===== config.mk =====
export PLATFORM = sky130hd
export DESIGN_NAME = axis_frame_gen
export DESIGN_NICKNAME = d
export VERILOG_FILES = /design/src/rtl/axis_frame_gen.sv
export SDC_FILE = /design/constraint.sdc
export NUM_CORES = 1
export LEC_CHECK = 0
export ABC_AREA = 1
export CAP_MARGIN = 25
export CORE_MARGIN = 1.5
export CORE_UTILIZATION = 36
export DETAILED_ROUTE_END_ITERATION = 7
export GPL_ROUTABILITY_DRIVEN = 0
export RECOVER_POWER = 25
export SLEW_MARGIN = 20
export SYNTH_ARGS = -nofsm -noshare
export SYNTH_HDL_FRONTEND = slang
export SYNTH_SLANG_ARGS = --single-unit

===== constraint.sdc =====
create_clock -name clk -period 4.2 [get_ports clk]
set_clock_uncertainty 0.1 [all_clocks]
set_input_delay 0.84 -clock clk [delete_from_list [all_inputs] [get_ports clk]]
set_output_delay 0.84 -clock clk [all_outputs]
set_load 0.005 [all_outputs]

===== src/rtl/axis_frame_gen.sv =====
// rtl/axis_frame_gen.sv - self-running AXI4-Stream Ethernet test frame source, 256-bit datapath
module axis_frame_gen #(
    parameter int          MIN_LEN    = 60,
    parameter int          MAX_LEN    = 1514,
    parameter int          LEN_STEP   = 1,
    parameter int          GAP_CYCLES = 0,
    parameter logic [47:0] DST_MAC    = 48'hFFFFFFFFFFFF,
    parameter logic [47:0] SRC_MAC    = 48'h000A35000001,
    parameter logic [15:0] ETHERTYPE  = 16'h88B5,
    parameter logic [2:0]  IN_PORT    = 3'd0,
    parameter logic [7:0]  OUT_PORT   = 8'h01
) (
    input  logic         clk,
    input  logic         axi_resetn,
    output logic [255:0] m_axis_tdata,
    output logic [31:0]  m_axis_tkeep,
    output logic [13:0]  m_axis_tuser_packet_length,
    output logic [2:0]   m_axis_tuser_in_port,
    output logic [7:0]   m_axis_tuser_out_port,
    output logic [2:0]   m_axis_tuser_in_vport,
    output logic [7:0]   m_axis_tuser_out_vport,
    output logic         m_axis_tvalid,
    input  logic         m_axis_tready,
    output logic         m_axis_tlast
);

    typedef enum logic {ST_SEND, ST_GAP} state_t;

    localparam int            GW       = (GAP_CYCLES > 1) ? $clog2(GAP_CYCLES) : 1;
    localparam logic [GW-1:0] GAP_LAST = GW'(GAP_CYCLES - 1);

    state_t         r_state;
    logic [31:0]    r_seq;
    logic [13:0]    r_len;
    logic [8:0]     r_beat;      // index of the beat currently presented (or about to be)
    logic [GW-1:0]  r_gap_cnt;
    logic [255:0]   r_tdata;
    logic [31:0]    r_tkeep;
    logic [13:0]    r_plen;
    logic           r_tvalid;
    logic           r_tlast;

    logic           w_frame_done;
    logic [31:0]    w_seq_nxt;
    logic [14:0]    w_len_sum;
    logic [13:0]    w_len_nxt;
    logic [8:0]     w_beat_nxt;
    logic [143:0]   w_hdr;
    logic [255:0]   w_data;
    logic [31:0]    w_keep;
    logic           w_last;

    // Advance frame/beat bookkeeping when the presented beat is accepted
    always_comb begin
        w_frame_done = r_tvalid && m_axis_tready && r_tlast;
        w_len_sum    = {1'b0, r_len} + 15'(LEN_STEP);
        w_seq_nxt    = r_seq;
        w_len_nxt    = r_len;
        w_beat_nxt   = r_beat;
        if (w_frame_done) begin
            w_seq_nxt  = r_seq + 32'd1;
            w_len_nxt  = (w_len_sum > 15'(MAX_LEN)) ? 14'(MIN_LEN) : w_len_sum[13:0];
            w_beat_nxt = 9'd0;
        end else if (r_tvalid && m_axis_tready) begin
            w_beat_nxt = r_beat + 9'd1;
        end
    end

    // Build the contents of the next beat from sequence, length and beat index
    always_comb begin
        w_hdr  = {DST_MAC, SRC_MAC, ETHERTYPE, w_seq_nxt};
        w_data = '0;
        w_keep = '0;
        for (int k = 0; k < 32; k++) begin
            if ({w_beat_nxt, 5'(k)} < w_len_nxt) begin
                w_keep[k]       = 1'b1;
                w_data[8*k +: 8] = {w_beat_nxt[2:0], 5'(k)};
            end
        end
        // MIN_LEN >= 18 guarantees the whole header is inside the frame
        if (w_beat_nxt == 9'd0) begin
            for (int k = 0; k < 18; k++) begin
                w_data[8*k +: 8] = w_hdr[143-8*k -: 8];
            end
        end
        w_last = ({1'b0, w_beat_nxt, 5'd0} + 15'd32) >= {1'b0, w_len_nxt};
    end

    // Frame FSM: SEND loads a new beat whenever the output register is free; GAP idles
    always_ff @(posedge clk) begin
        if (!axi_resetn) begin
            r_state   <= ST_SEND;
            r_seq     <= '0;
            r_len     <= 14'(MIN_LEN);
            r_beat    <= '0;
            r_gap_cnt <= '0;
            r_tdata   <= '0;
            r_tkeep   <= '0;
            r_plen    <= 14'(MIN_LEN);
            r_tvalid  <= 1'b0;
            r_tlast   <= 1'b0;
        end else begin
            case (r_state)
                ST_SEND: begin
                    if (!r_tvalid || m_axis_tready) begin
                        r_seq  <= w_seq_nxt;
                        r_len  <= w_len_nxt;
                        r_beat <= w_beat_nxt;
                        if (w_frame_done && (GAP_CYCLES > 0)) begin
                            r_state   <= ST_GAP;
                            r_gap_cnt <= '0;
                            r_tvalid  <= 1'b0;
                            r_tlast   <= 1'b0;
                            r_tdata   <= '0;
                            r_tkeep   <= '0;
                        end else begin
                            r_tvalid <= 1'b1;
                            r_tdata  <= w_data;
                            r_tkeep  <= w_keep;
                            r_tlast  <= w_last;
                            r_plen   <= w_len_nxt;
                        end
                    end
                end
                ST_GAP: begin
                    // The cycle that loads beat 0 is the last idle cycle on the bus
                    if (r_gap_cnt == GAP_LAST) begin
                        r_state  <= ST_SEND;
                        r_tvalid <= 1'b1;
                        r_tdata  <= w_data;
                        r_tkeep  <= w_keep;
                        r_tlast  <= w_last;
                        r_plen   <= w_len_nxt;
                    end else begin
                        r_gap_cnt <= r_gap_cnt + 1'b1;
                    end
                end
                default: r_state <= ST_SEND;
            endcase
        end
    end

    assign m_axis_tdata               = r_tdata;
    assign m_axis_tkeep               = r_tkeep;
    assign m_axis_tuser_packet_length = r_plen;
    assign m_axis_tuser_in_port       = IN_PORT;
    assign m_axis_tuser_out_port      = OUT_PORT;
    assign m_axis_tuser_in_vport      = 3'd0;
    assign m_axis_tuser_out_vport     = 8'd0;
    assign m_axis_tvalid              = r_tvalid;
    assign m_axis_tlast               = r_tlast;

endmodule


==> flow_metrics.py <==
metrics = {
    "floorplanning": {
        "die_area_um2": 35600,
        "die_y_um": 189,
        "design.portCount": 329,
        "design.core.area_um2": 33700,
        "initial_utilization_pct": 36.8,
        "die-width_um": 189,
        "row_count": 67,
    },
    "sta": {
        "timing_max_transition_violations_final": 47,
        "worstMarginPinSlew_ns": 1.95,
        "final_hold_viol_count": 0,
        "timing.final.setup_violations": 0,
        "final.period_utilization_pct": 92.1,
        "finalCriticalPeriod_ns": 3.87,
        "relSlewSlack_pct": -29.7,
        "max_clock_freq_ghz": 0.258,
        "unrepaired_setup_endpoints_after_global_routing": "true",
    },
    "clock_network": {
        "cts_tree": "yes",
        "postCtsHoldBufs": 0,
        "h-tree-depth": 1,
        "inserted_clock_buffers": 27,
        "cts.path.max_buffers": 3,
        "root_buffer": "sky130_fd_sc_hd__clkbuf_16",
        "clkTransAtPathRegs_ns": 0.07,
        "clk_latency_ns": 0.54,
        "cts.sink_count": 239,
    },
    "critical_path": {
        "worst-setup-path-type": "reg -> reg",
        "critPathArrivalTime_ns": 4.22,
        "crit_path_start_kind": "flop",
        "crit_path_max_fanout": 7,
        "cp_data_required_time_ns": 4.55,
        "critPathCaptureType": "flop",
    },
    "grt": {
        "grt_pass1_vias": 10936,
        "antenna_found_initial": 0,
        "grt_max_degree": 82,
        "grt_use_total_pct": 21.3,
        "grt_first_pass_wirelength_mm": 60.9,
        "grt-ovfl-total": 0,
    },
    "detailed_routing": {
        "drt.antenna.violating_nets": 0,
        "drc_marker_count_from_the_first_detailed_route_iteration": 776,
        "finalWirelength_mm": 39.4,
        "vias": 11988,
        "post_drt_via_cell_ratio": 4.86,
        "drc_errors": 0,
        "wire_per_inst_um": 16.0,
        "detailedRoute.firstPassIterationCount": 7,
    },
    "worst_hold_path": {
        "holdCritPathClass": "reg -> reg",
    },
    "finish": {
        "finish.net_count": 2027,
        "areaGrowthSynthToFinish_pct": 30.8,
        "antennaDiodeCount": 0,
        "post-route-cell-area_um2": 16200,
        "share_of_layout_cells_above_drive_strength_1_pct": 9.70,
        "final_cells": 2468,
    },
    "logic_synthesis": {
        "synth_enable_flop_cells": 0,
        "post-synth-top-area-fraction_pct": 38.6,
        "async_reset_ff_share_pct": 0,
        "ys_dominant_reg_cell": "sky130_fd_sc_hd__dfxtp_1",
        "yosys.cell_count.top_type": "sky130_fd_sc_hd__nand2_1",
        "synth_top_cells_by_count": "sky130_fd_sc_hd__nand2_1 (399), sky130_fd_sc_hd__dfxtp_1 (239), sky130_fd_sc_hd__a21oi_1 (199), sky130_fd_sc_hd__inv_1 (160), sky130_fd_sc_hd__nor2_1 (151)",
        "synth-seq-area-share_pct": 38.6,
        "synth.distinct_cells": 44,
        "synth_top_area_cell": "sky130_fd_sc_hd__dfxtp_1",
        "yosys_register_bits": 239,
        "syn_avg_cell_area_um2": 7.00,
        "synthCells": 1773,
        "synth_area_um2": 12400,
        "ys_top_cells_by_area": "sky130_fd_sc_hd__dfxtp_1 (39%), sky130_fd_sc_hd__nand2_1 (12%), sky130_fd_sc_hd__buf_4 (8.7%)",
        "synthesis.yosys.warnings": 0,
    },
    "placement": {
        "port_buffers": 264,
        "placement.cell_area_um2": 15200,
        "half_perimeter_wire_length_of_the_detailed_placement_result_mm": 28.6,
        "post-place-cells": 2416,
    },
    "power": {
        "power.density_cell_area_nw_per_um2": 439,
        "peak_vdd_ir_mv": 0.336,
        "total_leakage_power_nw": 7.18,
    },
    "run_status": {
        "run_status": "finished with violations",
        "failed_checks": "max-capacitance violations, max-slew violations",
    },
    "job": {
        "max_cap_violations": 1,
    },
}
==> report_power, final <==
part / internal [mW] / switching (mW) / total, mW / leakage [nW]
clock: 1.34 / 0.958 / 2.29 / 0.415
sequential: 2.52 / 0.207 / 2.72 / 1.96
combinational: 1.01 / 1.10 / 2.11 / 4.80
total: 4.87 / 2.26 / 7.13 / 7.18
==> worst max-delay path, stage by stage, from the launching register on <==
cell and delay (ns):
sky130_fd_sc_hd__dfxtp_1 0.33, sky130_fd_sc_hd__ha_1 0.21, sky130_fd_sc_hd__nand2_2 0.10, sky130_fd_sc_hd__nor2_4 0.22
sky130_fd_sc_hd__nand2_1 0.08, sky130_fd_sc_hd__nand2_1 0.06, sky130_fd_sc_hd__nand2_1 0.12, sky130_fd_sc_hd__inv_1 0.09
sky130_fd_sc_hd__nand3_1 0.07, sky130_fd_sc_hd__nor2_1 0.10, sky130_fd_sc_hd__nand3_1 0.08, sky130_fd_sc_hd__nand2_2 0.08
sky130_fd_sc_hd__inv_1 0.13, sky130_fd_sc_hd__o31ai_4 0.23, sky130_fd_sc_hd__inv_1 0.11, sky130_fd_sc_hd__ha_1 0.20
sky130_fd_sc_hd__a21o_1 0.18, sky130_fd_sc_hd__a221oi_4 0.26, sky130_fd_sc_hd__inv_1 0.11, sky130_fd_sc_hd__a21oi_4 0.15
sky130_fd_sc_hd__buf_12 0.14, sky130_fd_sc_hd__nand2_2 0.07, sky130_fd_sc_hd__nor2_4 0.16, sky130_fd_sc_hd__buf_4 0.16
sky130_fd_sc_hd__nand2_1 0.09, sky130_fd_sc_hd__a21oi_1 0.16
==> per-layer routing <==
metal  share of wire, %  wire [um]  track usage [%]
met5                  0          0                0
met4                3.4       1350             7.08
met3                6.8       2680             3.46
met2                 46      18100             35.0
met1                 44      17300             28.2
==> cells by family after synthesis <==
group | after synthesis | share of synthesized area, %
compound gates | 347 | 15.2
other cells | 2 | 0.0605
simple gates | 719 | 24.4
fa+ha+maj | 24 | 2.42
flops | 239 | 38.6
xor+xnor | 38 | 2.68
buf+inv | 404 | 16.7
==> flip-flops by register name, summed over array words and instances (netlist names) <==
| register | flops |
|---|---|
| m_axis_tkeep | 31 |
| r_beat | 9 |
| r_gap_cnt | 1 |
| m_axis_tuser_packet_length | 14 |
| r_len | 14 |
| m_axis_tlast | 1 |
| m_axis_tdata | 135 |
| r_seq | 32 |
| m_axis_tvalid | 1 |
| r_state | 1 |
==> metrics by stage <==
stage	power [mW]	setup TNS [ns]	setup WS, ns	utilization (%)	hold slack, ns
finish	7.13	0	0.330	48.2	0.322
global route	7.50	-0.0650	-0.0376	48.2	0.346
CTS	7.16	0	0.0573	47.7	0.328
detailed placement	4.86	-13.33	-0.265	45.2	0.319
global placement	4.84	-5.68	-0.198	45.2	0.305
floorplan	3.83	0	0.233	-	0.301
==> final timing paths <==
kind,startpoint,to,slack (ns),depth (start not counted)
worst max-delay path,r_len[0]$_SDFFE_PN0P_,m_axis_tdata[115]$_SDFFE_PN0P_,0.33,25
worst min-delay path,r_gap_cnt$_SDFFE_PN0P_,r_state$_SDFF_PN0_,0.32,1
worst max register to register,r_len[0]$_SDFFE_PN0P_,m_axis_tdata[115]$_SDFFE_PN0P_,0.33,25
worst min register to register,r_gap_cnt$_SDFFE_PN0P_,r_state$_SDFF_PN0_,0.32,1
==> cells in the final DEF, fill, tap and decap left out, types with 3 or more instances in the layout <==
| cell type | instances |
|---|---|
| sky130_fd_sc_hd__nor2_1 | 149 |
| sky130_fd_sc_hd__nand3_2 | 3 |
| sky130_fd_sc_hd__a21oi_1 | 197 |
| sky130_fd_sc_hd__conb_1 | 64 |
| sky130_fd_sc_hd__dlygate4sd3_1 | 102 |
| sky130_fd_sc_hd__inv_2 | 8 |
| sky130_fd_sc_hd__nor4_1 | 8 |
| sky130_fd_sc_hd__nor2_2 | 10 |
| sky130_fd_sc_hd__clkbuf_8 | 5 |
| sky130_fd_sc_hd__xor2_1 | 34 |
| sky130_fd_sc_hd__nand2_1 | 395 |
| sky130_fd_sc_hd__nor3_1 | 21 |
| sky130_fd_sc_hd__a211oi_1 | 7 |
| sky130_fd_sc_hd__clkbuf_1 | 11 |
| sky130_fd_sc_hd__o21ai_0 | 84 |
| sky130_fd_sc_hd__xnor2_1 | 4 |
| sky130_fd_sc_hd__nand2_2 | 9 |
| sky130_fd_sc_hd__clkdlybuf4s50_1 | 161 |
| sky130_fd_sc_hd__nor2_4 | 7 |
| sky130_fd_sc_hd__buf_4 | 94 |
| sky130_fd_sc_hd__ha_1 | 24 |
| sky130_fd_sc_hd__o21a_1 | 6 |
| sky130_fd_sc_hd__a22oi_1 | 8 |
| sky130_fd_sc_hd__buf_12 | 4 |
| sky130_fd_sc_hd__clkinv_1 | 4 |
| sky130_fd_sc_hd__buf_6 | 3 |
| sky130_fd_sc_hd__o211ai_1 | 12 |
| sky130_fd_sc_hd__nand4_1 | 27 |
| sky130_fd_sc_hd__nand3_1 | 81 |
| sky130_fd_sc_hd__clkinv_2 | 4 |
| sky130_fd_sc_hd__dfxtp_1 | 239 |
| sky130_fd_sc_hd__clkbuf_16 | 27 |
| sky130_fd_sc_hd__inv_1 | 159 |
| sky130_fd_sc_hd__o21ai_1 | 5 |
| sky130_fd_sc_hd__a31oi_1 | 13 |
==> area by class of cell <==
type                            instances  area (um^2)
Multi-Input combinational cell       1192         5910
Inverter                              173          657
Fill cell                            3381        17500
Tap cell                              448          561
Clock inverter                          7         66.3
Clock buffer                           42          782
Sequential cell                       239         4780
Timing Repair Buffer                  367         3470
==> what timing repair did <==
| item | in CTS | in global routing |
|---|---|---|
| buffers inserted | 0 | 2 |
| gates resized for setup | 0 | 27 |
| endpoints found under the setup margin | 0 | 148 |
Power figures use the tool's default switching activity.
==> edit, RTL diff (same settings) <==
Make the reset (`axi_resetn`) asynchronous in one clocked block.
--- a/src/rtl/axis_frame_gen.sv
+++ b/src/rtl/axis_frame_gen.sv
@@ -87,7 +87,7 @@
     end
 
     // Frame FSM: SEND loads a new beat whenever the output register is free; GAP idles
-    always_ff @(posedge clk) begin
+    always_ff @(posedge clk or negedge axi_resetn) begin
         if (!axi_resetn) begin
             r_state   <= ST_SEND;
             r_seq     <= '0;
Function: differs if axi_resetn is asserted again (counterexample within 4 cycles, from zero or initial values and one cycle with axi_resetn low); with axi_resetn held inactive, the same outputs for 4 cycles.
==> edit against the unedited design <==
  * Total power is 6.3% higher
  * Count of clock-buffer cells in the layout down 3
  * Sequential cell count stayed put
  * Via count decreased by 5.7%
  * Largest cell class is now flip-flops and latches
  * First-iteration DRC count shrank 22%
  * The flow still finishes with violations (max-capacitance violations, max-slew violations)
  * Routed wire length shrank 3.5%
  * Synthesized area grew 6.2%
  * Design area increased by 3.5%
  * Critical endpoint is now m_axis_tdata[70]$_DFFE_PN0P_
  * Setup slack gained 0.083 ns
  * Largest power group unchanged
==> edit: results (changes against the unedited design) <==
run_status:
  run_status: "finished, violations left"
  violations: "max-capacitance violations, max-slew violations"
hold_path:
  worst_hold_path.endpoint: "r_state$_DFF_PN0_"
  hold_start: "r_gap_cnt$_DFFE_PN0P_"
routing:
  vias: 11306  # -5.7%
  drt_iter0_markers: 609  # -22%
  first_pass_iters: 5  # -2
  routed_via_density: 4.79  # -1.4%
  drt_wl_total_mm: 38.0  # -3.5%
final_layout:
  multi_input_area_mm2: 0.00566  # -4.3%
  multi_input_cells: 1166  # -2.2%
  clk_share: 0.0550  # +0.00278
  buffer_area_frac: 0.191  # -0.0228
  nFillCells: 3552  # +5.1%
  seq-cell-share: 0.357  # +0.0619
  drive_gt1_frac: 0.107  # +0.0103
  fin_nets: 1909  # -5.8%
  nClkBuffers: 39  # -7.1%
flow_run:
  drv_cap: 1  # unchanged
placed_design:
  dp.final_hpwl_mm: 27.4  # -4.4%
  dpl-instance-area_mm2: 0.0159  # +4.3%
  place_ws_ns: 0.0445  # +0.310 ns
  dp_cells: 2313  # -4.3%
yosys:
  yosysUniqueCellTypes: 42  # -4.5%
  yosysSeqAreaShare: 0.455  # +0.0689
  synth_compound_area_frac: 0.0693  # -0.0823
  synth_fa_ha_area_frac: 0.0228  # -0.00142
  syn-instance-count: 1669  # -5.9%
critical_path:
  cp_data_arrival_time_ns: 4.16  # -0.06 ns
  crit_fanout: 11  # +4
  rr_endpoint: "m_axis_tdata[70]$_DFFE_PN0P_"
  ff2ff_setup_slack_ns: 0.41  # +0.08 ns
  max_stage_delay_ns: 0.47  # +0.14 ns
  r2r_cells: 20  # -20%
global_route:
  track_usage: 0.198  # -0.0149
  grt_pass1_wl_mm: 60.5  # -0.68%
  grt_max_degree: 103  # +26%
pwr:
  leakage_nw: 8.17  # +14%
  irDropWorstVdd_uv: 292  # -13%
clocking:
  cts_buffers: 28  # +3.7%
  htreeDepth: 1  # unchanged
sta:
  maxSlewHeadroom: -0.794  # -0.498
  slew_violations: 102  # +120%
  whs_ns: 0.364  # +0.0423 ns
  final.period_utilization: 0.902  # -0.0198
-- edit: changes by cell type after synthesis, moves of 12 or more --
cell | before | now
nor2_1 | 151 | 75
dfxtp_1 | 239 | 0
inv_1 | 160 | 104
nor2_2 | 13 | 25
dfrtp_1 | 0 | 231
nand2_1 | 399 | 581
clkbuf_1 | 70 | 42
a21oi_1 | 199 | 26
o21ai_1 | 5 | 21
-- edit: metal layers --
layer  global-route usage  up-vias  routed length [um]
met4               0.0498        0                 937
li1                     -     5506                   -
met2                0.334      340               18100
met5                    0        -                   0
met1                0.264     5404               17000
met3               0.0319       56                1940
-- edit: power by group through the flow --
stage	registers, mW	logic [mW]	clock network (mW)
floorplan	2.97	1.02	0
global placement	3.02	2.15	0
detailed placement	3.02	2.18	0
CTS	2.99	2.19	2.49
global route	3.04	2.36	2.59
finish	2.98	2.16	2.43
-- edit: worst max-delay path by stage --
| stage | startpoint | endpoint |
|---|---|---|
| CTS | r_len[0]$_DFFE_PN0P_ | m_axis_tdata[70]$_DFFE_PN0P_ |
| detailed placement | m_axis_tready | m_axis_tdata[78]$_DFFE_PN0P_ |
| floorplan | m_axis_tready | m_axis_tdata[14]$_DFFE_PN0P_ |
| global route | r_len[0]$_DFFE_PN0P_ | m_axis_tkeep[0]$_DFFE_PN0P_ |
| global placement | m_axis_tready | m_axis_tdata[70]$_DFFE_PN0P_ |
| finish | r_len[0]$_DFFE_PN0P_ | m_axis_tdata[70]$_DFFE_PN0P_ |
-- edit: what timing repair did --
item | CTS | global route
setup buffers | 0 | 0
hold buffers | 0 | 0
endpoints found under the hold margin | 0 | 0
resized for setup | 0 | 3
setup endpoints to repair | 0 | 21
